[src/rtl/tamagotchi_cmd_scheduler.sv]
// Button front end and command scheduler for the pet core: debounces five buttons,
// keeps one pending flag per command and issues them round-robin over valid/ready.
module tamagotchi_cmd_scheduler #(
    parameter int unsigned CLK_FREQ   = 50000000,
    parameter int unsigned DEB_CYCLES = 1000000,
    parameter int unsigned LONG_S     = 5
) (
    input  logic       clk,
    input  logic       btn_reset_n,
    input  logic       btn_salud,
    input  logic       btn_energia,
    input  logic       btn_hambre,
    input  logic       btn_diversion,
    input  logic       btn_test,
    input  logic       ledsign,
    input  logic       cmd_ready,
    output logic       cmd_valid,
    output logic [1:0] cmd_sel,
    output logic       cmd_test,
    output logic       test_mode,
    output logic       tick_1s
);

    localparam int unsigned TW = (CLK_FREQ > 1) ? $clog2(CLK_FREQ) : 1;
    localparam int unsigned DW = $clog2(DEB_CYCLES + 1);
    localparam int unsigned HW = $clog2(LONG_S + 1);

    logic [4:0]    btn_raw, sync1_q, sync2_q, deb_q, deb_d;
    logic [DW-1:0] deb_cnt_q [5];
    logic [DW-1:0] deb_cnt_d [5];
    logic [3:0]    deb_prev_q, press, pend_q, pend_d, acc_mask;
    logic [TW-1:0] tcnt_q, tcnt_d;
    logic [HW-1:0] hold_q, hold_d;
    logic          test_mode_q, test_mode_d;
    logic          cmd_valid_q, cmd_valid_d, cmd_test_q, cmd_test_d;
    logic [1:0]    cmd_sel_q, cmd_sel_d, ptr_q, ptr_d;
    logic [1:0]    search_ptr, winner, cand;
    logic          accept, found;

    // Index 4 is the test-mode button; 0..3 match the command encoding.
    assign btn_raw = {btn_test, btn_diversion, btn_hambre, btn_energia, btn_salud};

    always_comb begin
        deb_d = deb_q;
        for (int i = 0; i < 5; i++) begin
            deb_cnt_d[i] = '0;
            if (sync2_q[i] != deb_q[i]) begin
                if (deb_cnt_q[i] == DW'(DEB_CYCLES - 1)) begin
                    deb_d[i] = sync2_q[i];
                end else begin
                    deb_cnt_d[i] = deb_cnt_q[i] + DW'(1);
                end
            end
        end
    end

    // Energy presses only count while the energy qualifier is high.
    assign press = deb_q[3:0] & ~deb_prev_q & {2'b11, ledsign, 1'b1};

    assign accept     = cmd_valid_q & cmd_ready;
    assign acc_mask   = accept ? (4'b0001 << cmd_sel_q) : 4'b0000;
    assign pend_d     = (pend_q & ~acc_mask) | press;
    assign search_ptr = accept ? cmd_sel_q + 2'd1 : ptr_q;
    assign ptr_d      = accept ? search_ptr : ptr_q;

    always_comb begin
        found  = 1'b0;
        winner = search_ptr;
        cand   = search_ptr;
        for (int i = 0; i < 4; i++) begin
            cand = search_ptr + 2'(i);
            if (!found && pend_d[cand]) begin
                found  = 1'b1;
                winner = cand;
            end
        end
    end

    always_comb begin
        cmd_valid_d = cmd_valid_q;
        cmd_sel_d   = cmd_sel_q;
        cmd_test_d  = cmd_test_q;
        if (!cmd_valid_q || accept) begin
            cmd_valid_d = found;
            if (found) begin
                cmd_sel_d  = winner;
                cmd_test_d = test_mode_q;
            end
        end
    end

    assign tick_1s = (tcnt_q == TW'(CLK_FREQ - 1));
    assign tcnt_d  = tick_1s ? '0 : tcnt_q + TW'(1);

    // The toggle fires only on the step into LONG_S; saturation blocks repeats.
    always_comb begin
        hold_d      = hold_q;
        test_mode_d = test_mode_q;
        if (!deb_q[4]) begin
            hold_d = '0;
        end else if (tick_1s && hold_q != HW'(LONG_S)) begin
            hold_d = hold_q + HW'(1);
            if (hold_q == HW'(LONG_S - 1)) begin
                test_mode_d = ~test_mode_q;
            end
        end
    end

    always_ff @(posedge clk) begin
        if (!btn_reset_n) begin
            sync1_q     <= '0;
            sync2_q     <= '0;
            deb_q       <= '0;
            deb_prev_q  <= '0;
            for (int i = 0; i < 5; i++) begin
                deb_cnt_q[i] <= '0;
            end
            pend_q      <= '0;
            ptr_q       <= '0;
            cmd_valid_q <= 1'b0;
            cmd_sel_q   <= '0;
            cmd_test_q  <= 1'b0;
            tcnt_q      <= '0;
            hold_q      <= '0;
            test_mode_q <= 1'b0;
        end else begin
            sync1_q     <= btn_raw;
            sync2_q     <= sync1_q;
            deb_q       <= deb_d;
            deb_prev_q  <= deb_q[3:0];
            for (int i = 0; i < 5; i++) begin
                deb_cnt_q[i] <= deb_cnt_d[i];
            end
            pend_q      <= pend_d;
            ptr_q       <= ptr_d;
            cmd_valid_q <= cmd_valid_d;
            cmd_sel_q   <= cmd_sel_d;
            cmd_test_q  <= cmd_test_d;
            tcnt_q      <= tcnt_d;
            hold_q      <= hold_d;
            test_mode_q <= test_mode_d;
        end
    end

    assign cmd_valid = cmd_valid_q;
    assign cmd_sel   = cmd_sel_q;
    assign cmd_test  = cmd_test_q;
    assign test_mode = test_mode_q;

endmodule

[config.mk]
export PLATFORM = sky130hd
export DESIGN_NAME = tamagotchi_cmd_scheduler
export DESIGN_NICKNAME = d
export VERILOG_FILES = /design/src/rtl/tamagotchi_cmd_scheduler.sv
export SDC_FILE = /design/constraint.sdc
export NUM_CORES = 1
export LEC_CHECK = 0
export ABC_AREA = 1
export CORE_ASPECT_RATIO = 1.25
export CORE_MARGIN = 1.5
export CORE_UTILIZATION = 40
export DETAILED_ROUTE_END_ITERATION = 8
export HOLD_SLACK_MARGIN = 0.05
export PLACE_DENSITY = 0.62
export SLEW_MARGIN = 0
export SYNTH_ARGS = -nofsm -noshare
export SYNTH_HDL_FRONTEND = slang
export SYNTH_SLANG_ARGS = --single-unit
[constraint.sdc]
create_clock -name clk -period 2.6 [get_ports clk]
set_input_delay 0.39 -clock clk [delete_from_list [all_inputs] [get_ports clk]]
set_output_delay 0.39 -clock clk [all_outputs]
set_load 0.05 [all_outputs]
=== After elaboration in Yosys (flattened, before gate mapping) ===
Memories as Yosys holds them, arrays and structs flattened.
Index checks and enable logic that the tools add are counted.

* Flip-flop bits (word level): 59
* RAM bits: 100
* Input port bits: 9
* Output and inout port bits: 6
* Logic and storage cells: 112
* Memories: 1

* $add $sub $neg: 11
* $lt $le $gt $ge: 4
* Equal/unequal tests: 13
* Shift-type cells: 1
* Multiplexer cells: 34
* Bitwise gates (word level): 14
* Reductions and logical operators: 18

{| class="wikitable"
|+ Memory list
! name !! words !! bits a word !! read ports !! clocked after Yosys merged registers in !! write ports !! RTL line !! source
|-
| deb_cnt_q || 5 || 20 || 5 || 0 || 5 || 29 || <nowiki>logic [DW-1:0] deb_cnt_q [5];</nowiki>
|}

{| class="wikitable"
|+ Operators with widths
! kind !! number
|-
| 20-bit 2-to-1 mux || 15
|-
| 20-bit by 1-bit adder with 20-bit output, second input constant || 5
|-
| 20-bit == test, second input constant || 5
|-
| 26-bit by 1-bit adder with 26-bit output, second input constant || 1
|-
| 26-bit == test, second input constant || 1
|-
| 2-bit AND reduction || 7
|-
| 4-bit bitwise AND || 3
|-
| 2-bit by 3-bit < comparator with 1-bit output, second input constant || 4
|-
| 1-bit 2-to-1 mux || 10
|-
| 1-bit binary-select mux with 2-bit select || 4
|-
| 2-bit 2-to-1 mux || 4
|-
| 4-bit inverter || 2
|-
| 1-bit inequality test || 5
|-
| 1-bit OR || 5
|-
| 2-bit by 1-bit adder with 2-bit output, second input constant || 2
|-
| 2-bit adder, second input constant || 2
|-
| 1-bit logical AND || 4
|-
| 1-bit logical NOT || 4
|-
| 4-bit 2-to-1 mux || 1
|-
| 4-bit OR || 1
|-
| 1-bit by 2-bit left shift with 4-bit output, first input constant || 1
|-
| 3-bit by 1-bit adder with 3-bit output, second input constant || 1
|-
| 3-bit == test, second input constant || 1
|-
| 3-bit inequality test, second input constant || 1
|-
| 5 further kinds || 6
|}

=== Depth between registers and ports, before layout ===
Gate-level depths: netlist of run 1.

* Word-level depth: 18
* Gate-level depth with buffers: 16
* Depth with buffers taken out: 16

=== Worst setup path after synthesis of run 1 ===
No wires, ideal clock.

* Path type: register to register
* From: register cmd_sel_q[0], in the netlist cmd_sel[0]
* To: register cmd_sel_q[0], in the netlist cmd_sel[0]
* Library setup time: 111 ps
* Arrival time: 2137 ps
* Data required time: 2489 ps
* Path slack: 352 ps
* Stages on the path, launching flop included: 15
* Buffers on the path: 0
* Period minus slack after synthesis: 2248 ps
* Path through: dfxtp_1 inv_1 ha_1 nand3_1 nand2_1 nand2_1 nand2_2 nand2_1 nand2_2 and2_4 nand3_2 nand2_1 nand2_1 nor2_1 nor2_1

* Longest elaborated chain between the ends: 18
* Elaborated cells between the ends (all ways): 32
* Those cells by class: add/sub: 4; shift: 1; mux: 17; bitwise: 3; reduce/logical: 7

{| class="wikitable"
|+ RTL lines
! element !! RTL line !! source
|-
| start, declared || 36 || <nowiki>logic [1:0] cmd_sel_q, cmd_sel_d, ptr_q, ptr_d;</nowiki>
|-
| start signal, assigned || 137 || <nowiki>cmd_sel_q <= cmd_sel_d;</nowiki>
|-
| parallel branches: the longest is 18 deep, another holds 2-bit by 1-bit adder with 2-bit output || -- ||
|}

Parallel ways; which one is timed is not known. The select of a mux whose other input is x is not followed.
A chain may end at the register's enable or synchronous reset.

=== Worst setup path in the final report of run 1 ===
* From: register tcnt_q[0]
* To: output port tick_1s

* Longest elaborated chain between the ends: 1

{| class="wikitable"
|+ RTL lines
! element !! RTL line !! source
|-
| start, declared || 32 || <nowiki>logic [TW-1:0] tcnt_q, tcnt_d;</nowiki>
|-
| start signal, assigned || 139 || <nowiki>tcnt_q <= tcnt_d;</nowiki>
|-
| 26-bit == test || 92 || <nowiki>assign tick_1s = (tcnt_q == TW'(CLK_FREQ - 1));</nowiki>
|-
| end, declared || 21 || <nowiki>output logic tick_1s</nowiki>
|}

No other way between the ends.

==> metrics.md, run 1 <==
| Metric | Value |
|---|---|
| Relative slew slack | 63.0% |
| CP Max Fanout | 4 |
| R2R cell count | 14 |
| Final period util | 89.8% |
| Vias | 6231 |
| Worst-skew pair later-pin latency | 420 ps |
| Number of global-route vias before repair | 5807 |
| CTS tree | done |
| Die height | 158 um |
| I/O Buffers | 14 |
| Least-Margin Pin Slew | 553 ps |
| RSZ-0062 raised after global routing | no |
| Post-CTS Hold Buffers | 0 |
| Hold WS | 410 ps |
| Maximum vdd drop | 0.000443 V |
| Fin crit period | 2340 ps |
| Die area | 20000 sq um |
| Leak | 3.30 nW |
| Mapped Nets | 1042 |
| Crit path required time | 2210 ps |
| CORE AREA | 18800 sq um |
| Final nets | 1064 |
| Avg Inst Size Synth | 7.52 sq um |
| 1st-iter DRT viols | 304 |
| Initial antenna violation count | 1 |
| Vias per cell | 4.84 |
| Gate Count Post-Synth | 1020 |
| Post-synth top area share | 41.5% |
| Total negative setup slack | 0 ps |
| Max H-tree Level | 4 |
| Max-cap violations | 0 |
| Num CTS Buffers | 17 |
| IO Pins | 15 |
| Gr ovfl total | 0 |
| Detailed placement HPWL | 10200 um |
| # rows | 56 |
| HP Class | flop to flop |
| DRC | 0 |
| Final setup viols | 0 |
| Main flop type after synthesis | dfxtp_1 |
| Status | completed |
| Clock tree buffer depth | 2 |
| Max-slew violations | 0 |
| Ys async rst share | 0% |
| Post-synth top area cell | dfxtp_1 |
| Number of synthesized flops with an enable pin | 0 |
| Max Clock Freq | 0.428 GHz |
| Tot GR Track Use | 15.1% |
| DRT Pass-1 Iters | 6 |
| P&R area growth vs syn | 13.8% |
| Yosys warnings | 0 |
| Clk sinks | 159 |
| Worst EP arrival | 1950 ps |
| Setup Buffers After CTS | 0 |
| Initial core utilization | 40.8% |
| Hold Path Depth | 2 |
| Most numerous cell in the Yosys netlist | nand2_1 |
| # resized after CTS | 0 |
| Fraction of layout cells with a size suffix above 1 | 10.8% |
| CP Capture Type | output pin |
| Total power | 6.26 mW |
| Post-route ant nets | 0 |
| Sequential fraction of the synthesis area | 41.5% |
| Max incr delay on CP | 350 ps |
| Root buffer cell | clkbuf_16 |
| Worst setup SP type | flop |
| Crit-path cells | ha_1 > nand2_1 > inv_1 > nand2_1 > nor2_1 > nand3_1 > inv_1 > buf_4 |
| Critical path type | flop to output pin |
| Pwr Density | 718 nW/um^2 |
| Synth Register Bits | 159 |
| Most frequent cells after synthesis | 186 x nand2_1, 159 x dfxtp_1, 145 x inv_1, 122 x nor2_1 |
| Distinct cell type count after synthesis | 49 |
| Largest net degree at the start of global routing | 27 |
| Clk slew on worst S/H paths | 60 ps |
| Final Routed Wirelength | 14100 um |
| DR WL/cell | 10.9 um |
| CP max stage cell | dfxtp_1 |
| Final Hold Vio Count | 0 |
| Cell Area, Synth | 7670 sq um |
| Die width | 127 um |
| Setup Skew | 11.1 ps |
| First-pass GRT wire length | 25000 um |
| Ranking of synthesized cells by area | dfxtp_1 42%, nand2_1 9.1%, inv_1 7.1% |
| Placer Congestion | 0.841 |
-- path summary, 6_finish.rpt --
| path | startpoint | endpoint | slack, ps |
|---|---|---|---|
| worst min register to register | sync1_q[2]$_SDFF_PN0_ | sync2_q[2]$_SDFF_PN0_ | 410 |
| worst max-delay path | tcnt_q[0]$_SDFF_PP0_ | tick_1s | 260 |
| worst max register to register | cmd_sel[0]$_SDFFE_PN0P_ | cmd_sel[0]$_SDFFE_PN0P_ | 510 |
| worst min-delay path | sync1_q[2]$_SDFF_PN0_ | sync2_q[2]$_SDFF_PN0_ | 410 |
-- metrics by stage --
stage	instances	setup WS, ps	instance area, sq um	utilization (%)
CTS	1286	226	8720	46.4
finish	1287	264	8720	46.5
global placement	1255	121	8020	42.7
detailed placement	1255	76.4	8020	42.7
floorplan	1020	352	7670	-
global route	1287	85.8	8720	46.5
-- cells by family (layout without fill, tap and decap cells) --
logic type | after synthesis | in the layout | synth area share [%]
other | 0 | 1 | 0
AO/OA/AOI/OAI | 95 | 95 | 7.12
XOR/XNOR | 40 | 40 | 4.57
flip-flops | 159 | 159 | 41.5
adder cells (fa/ha/maj) | 13 | 13 | 2.12
buffers and inverters | 166 | 200 | 8.89
AND/OR/NAND/NOR | 547 | 547 | 35.8
-- report_power, final --
| group | total, mW | leakage (nW) | switching, mW | internal [mW] |
|---|---|---|---|---|
| combinational | 0.797 | 1.68 | 0.516 | 0.280 |
| sequential | 2.53 | 1.28 | 0.0513 | 2.48 |
| clock | 2.94 | 0.339 | 0.970 | 1.97 |
-- critical path: cells and delay by family, from the launching register on --
kind | cells | cell delay (ps)
adders and majority gates | 1 | 180
buffers and inverters | 3 | 440
DFF | 1 | 350
and+or+nand+nor | 4 | 550
-- cells in the final DEF, fill, tap and decap left out, drive strengths merged --
cell type	n
o21a	10
xnor2	13
o21bai	2
nand3b	2
a21oi	58
o211ai	2
a31oi	7
clkinvlp	1
nor3b	18
ha	13
nand2	209
bufinv	7
nor2	137
o21ai	9
nor3	47
or2	7
nor4b	1
nand4	30
or4	1
buf	8
diode	1
clkinv	3
inv	147
a21o	1
a211oi	5
xor2	27
nand3	70
and3	3
clkdlybuf4s50	13
nor4	20
and3b	1
and2	1
a31o	1
dfxtp	159
clkbuf	21
-- routing by layer --
layer	routed length (um)	part of all wire (%)	GRT usage, %
met5	0	0	0
met4	214	1.5	5.19
met2	6910	49	26.8
met3	318	2.3	3.58
met1	6630	47	17.7
-- sequential cells by signal (all words and copies together), names as in the netlist --
register,cells
cmd_test,1
hold_q,3
tcnt_q,26
test_mode,1
sync1_q,5
deb_q,5
sync2_q,5
pend_q,4
cmd_valid,1
deb_prev_q,4
cmd_sel,2
ptr_q,2
deb_cnt_q,100
-- area by class of cell --
cell class	instances	area (sq um)
antenna	1	2.50
clock buffer	21	470
clock inverter	10	231
fill	1879	10100
inverter	148	556
multi-input combinational	695	3800
sequential	159	3180
tap	232	290
timing repair buffer	21	190
Note: power is estimated with default switching activity, not from simulation.
==> run 2: changes to the inputs <==
Settings changed: CORE_UTILIZATION 40 to 60, PLACE_DENSITY 0.62 to 0.84.
==> metrics.md, run 2 (synthesized netlist as in run 1, its figures left out) <==
| Metric | Value |
|---|---|
| I/O Buffers | 14 (unchanged) |
| Post-CTS Hold Buffers | 0 (unchanged) |
| Max Clock Freq | 0.415 GHz (-2.9%) |
| # rows | 46 (-18%) |
| Number of global-route vias before repair | 5900 (+1.6%) |
| Vias | 6413 (+2.9%) |
| Crit-path cells | nand2_1 > inv_1 > nand2_1 > nor4_1 > nand3_1 > inv_1 > buf_4 |
| IO Pins | 15 (unchanged) |
| Vias per cell | 5.24 (+8.3%) |
| Maximum vdd drop | 0.000473 V (+6.9%) |
| Comb pwr share | 13.4% (+0.7 points) |
| Max incr delay on CP | 370 ps (+20 ps) |
| Root buffer cell | clkbuf_16 |
| Final Routed Wirelength | 14300 um (+1.9%) |
| Num CTS Buffers | 17 (unchanged) |
| Final nets | 1064 (unchanged) |
| CTS tree | done |
| Fraction of layout cells with a size suffix above 1 | 10.9% (+0.085 points) |
| Max-cap violations | 0 (unchanged) |
| CORE AREA | 12600 sq um (-33%) |
| Gr ovfl total | 0 (unchanged) |
| Clock network power share | 44.6% (-2.3 points) |
| DRC | 0 (unchanged) |
| CP Max Fanout | 3 (-1) |
| Die width | 104 um (-18%) |
| DR WL/cell | 11.7 um (+7.3%) |
| CP top delay family | simple AND/OR/NAND/NOR gates |
| Detailed placement HPWL | 10100 um (-1.5%) |
| Leak | 3.26 nW (-1.2%) |
| CP bufs+invs | 3 (unchanged) |
| Biggest register | deb_cnt_q |
| Switching power total | 1.56 mW (+1.7%) |
| Final Hold Vio Count | 0 (unchanged) |
| CP Capture Type | output pin |
| Max reg flops | 100 (unchanged) |
| P&R area growth vs syn | 12.0% |
| Crit path required time | 2210 ps (about the same) |
| Die area | 13500 sq um (-33%) |
| # resized after CTS | 0 (unchanged) |
| 1st-iter DRT viols | 282 (-7.2%) |
| Post-route ant nets | 0 (unchanged) |
| Detail Route met3 WL | 364 um (+14%) |
| Setup Buffers After CTS | 0 (unchanged) |
| Fin crit period | 2410 ps (+70.7 ps) |
| Placer Congestion | 0.845 (+0.57%) |
| Sequential Power Share | 42.0% (+1.7 points) |
| Initial antenna violation count | 0 (-1) |
| HP Class | flop to flop |
| Clk sinks | 159 (unchanged) |
| Largest net degree at the start of global routing | 21 (-22%) |
| Top layer in use | met4 |
| DRT Pass-1 Iters | 4 (-2) |
| Total negative setup slack | 0 ps (unchanged) |
| Max-slew violations | 0 (unchanged) |
| N_diodes | 0 (-1) |
| First-pass GRT wire length | 24700 um (-1.2%) |
| Critical path type | flop to output pin |
| Tot GR Track Use | 22.3% (+7.2 points) |
| Final setup viols | 0 (unchanged) |
| Most frequent cells in the layout | 186 x nand2_1, 159 x dfxtp_1, 145 x inv_1 |
| Biggest regs | deb_cnt_q (100), tcnt_q (26) |
| Leading cell type in the layout, fill and taps excluded | nand2_1 |
| Relative slew slack | 62.1% (-0.94 points) |
| Worst-skew pair later-pin latency | 430 ps (about the same) |
| Initial core utilization | 60.8% (+20 points) |
| Final period util | 92.6% (+2.7 points) |
| Max H-tree Level | 4 (unchanged) |
| RSZ-0062 raised after global routing | no |
| Clk slew on worst S/H paths | 60 ps (about the same) |
| Switch share | 26.0% (+1.4 points) |
| Routed met1 length | 6420 um (-3.1%) |
| Clock tree buffer depth | 2 (unchanged) |
| Met2 WL | 7240 um (+4.8%) |
| Least-Margin Pin Slew | 567 ps (+14.1 ps) |
| Worst setup SP type | flop |
| Total power | 6.02 mW (-3.9%) |
| Status | completed |
| Setup Skew | 6.95 ps (-4.17 ps) |
| Pwr Density | 701 nW/um^2 (-2.3%) |
| CP max stage cell | dfxtp_1 |
| Die height | 129 um (-18%) |
| Worst EP arrival | 2020 ps (+70 ps) |
| Int Power | 4.46 mW (-5.7%) |
[run 2: cell types whose count changed in the layout (fill, tap and decap cells not counted)]
cell,delta
clkinvlp_4,+4
clkbuf_8,-3
bufinv_16,-2
clkinv_2,+1
diode_2,-1
inv_6,+1
[run 2: power groups by stage]
stage / registers, mW / logic [mW] / clock network [mW]
CTS: 2.53 / 0.808 / 2.72
detailed placement: 2.58 / 0.800 / 0
global route: 2.53 / 0.896 / 2.82
floorplan: 2.61 / 0.631 / 0
global placement: 2.58 / 0.778 / 0
finish: 2.53 / 0.806 / 2.69
[run 2: layer usage]
layer,vias up,track usage [%]
met4,0,10.4
met1,2948,25.3
met2,84,40.6
li1,3353,-
met3,28,4.33
met5,-,0
[run 2: worst reg2reg max path, delay by kind of cell (launching register included)]
| family | cells | cell delay, ps |
|---|---|---|
| and+or+nand+nor | 7 | 1150 |
| buffers and inverters | 3 | 400 |
| DFF | 1 | 370 |
| adders and majority gates | 1 | 180 |
[run 2: final cells by class]
type,count,area [sq um]
repair buffers,21,190
multi-input cells,695,3800
clock buffers,18,429
clock inverters,14,215
flip-flops and latches,159,3180
well taps,168,210
inverters,148,556
fillers,1007,4020
[run 2: path summary, 6_finish.rpt]
| kind | startpoint | cells after the start | slack (ps) | endpoint |
|---|---|---|---|---|
| worst max register to register | deb_cnt_q[0][80]$_SDFF_PP0_ | 11 | 410 | deb_cnt_q[0][84]$_SDFF_PP0_ |
| worst max-delay path | tcnt_q[13]$_SDFF_PP0_ | 7 | 190 | tick_1s |
| worst min-delay path | sync1_q[2]$_SDFF_PN0_ | 2 | 420 | sync2_q[2]$_SDFF_PN0_ |
| worst min register to register | sync1_q[2]$_SDFF_PN0_ | 2 | 420 | sync2_q[2]$_SDFF_PN0_ |
[run 2: stage by stage]
| stage | std cells | hold WS [ps] | utilization [%] | cell area [sq um] | setup WS (ps) |
|---|---|---|---|---|---|
| CTS | 1223 | 416 | 68.1 | 8580 | 188 |
| global route | 1223 | 443 | 68.1 | 8580 | 64.1 |
| global placement | 1191 | 393 | 63.0 | 7940 | 147 |
| detailed placement | 1191 | 402 | 63.0 | 7940 | 49.4 |
| finish | 1223 | 416 | 68.1 | 8580 | 193 |
| floorplan | 1020 | 390 | - | 7670 | 352 |
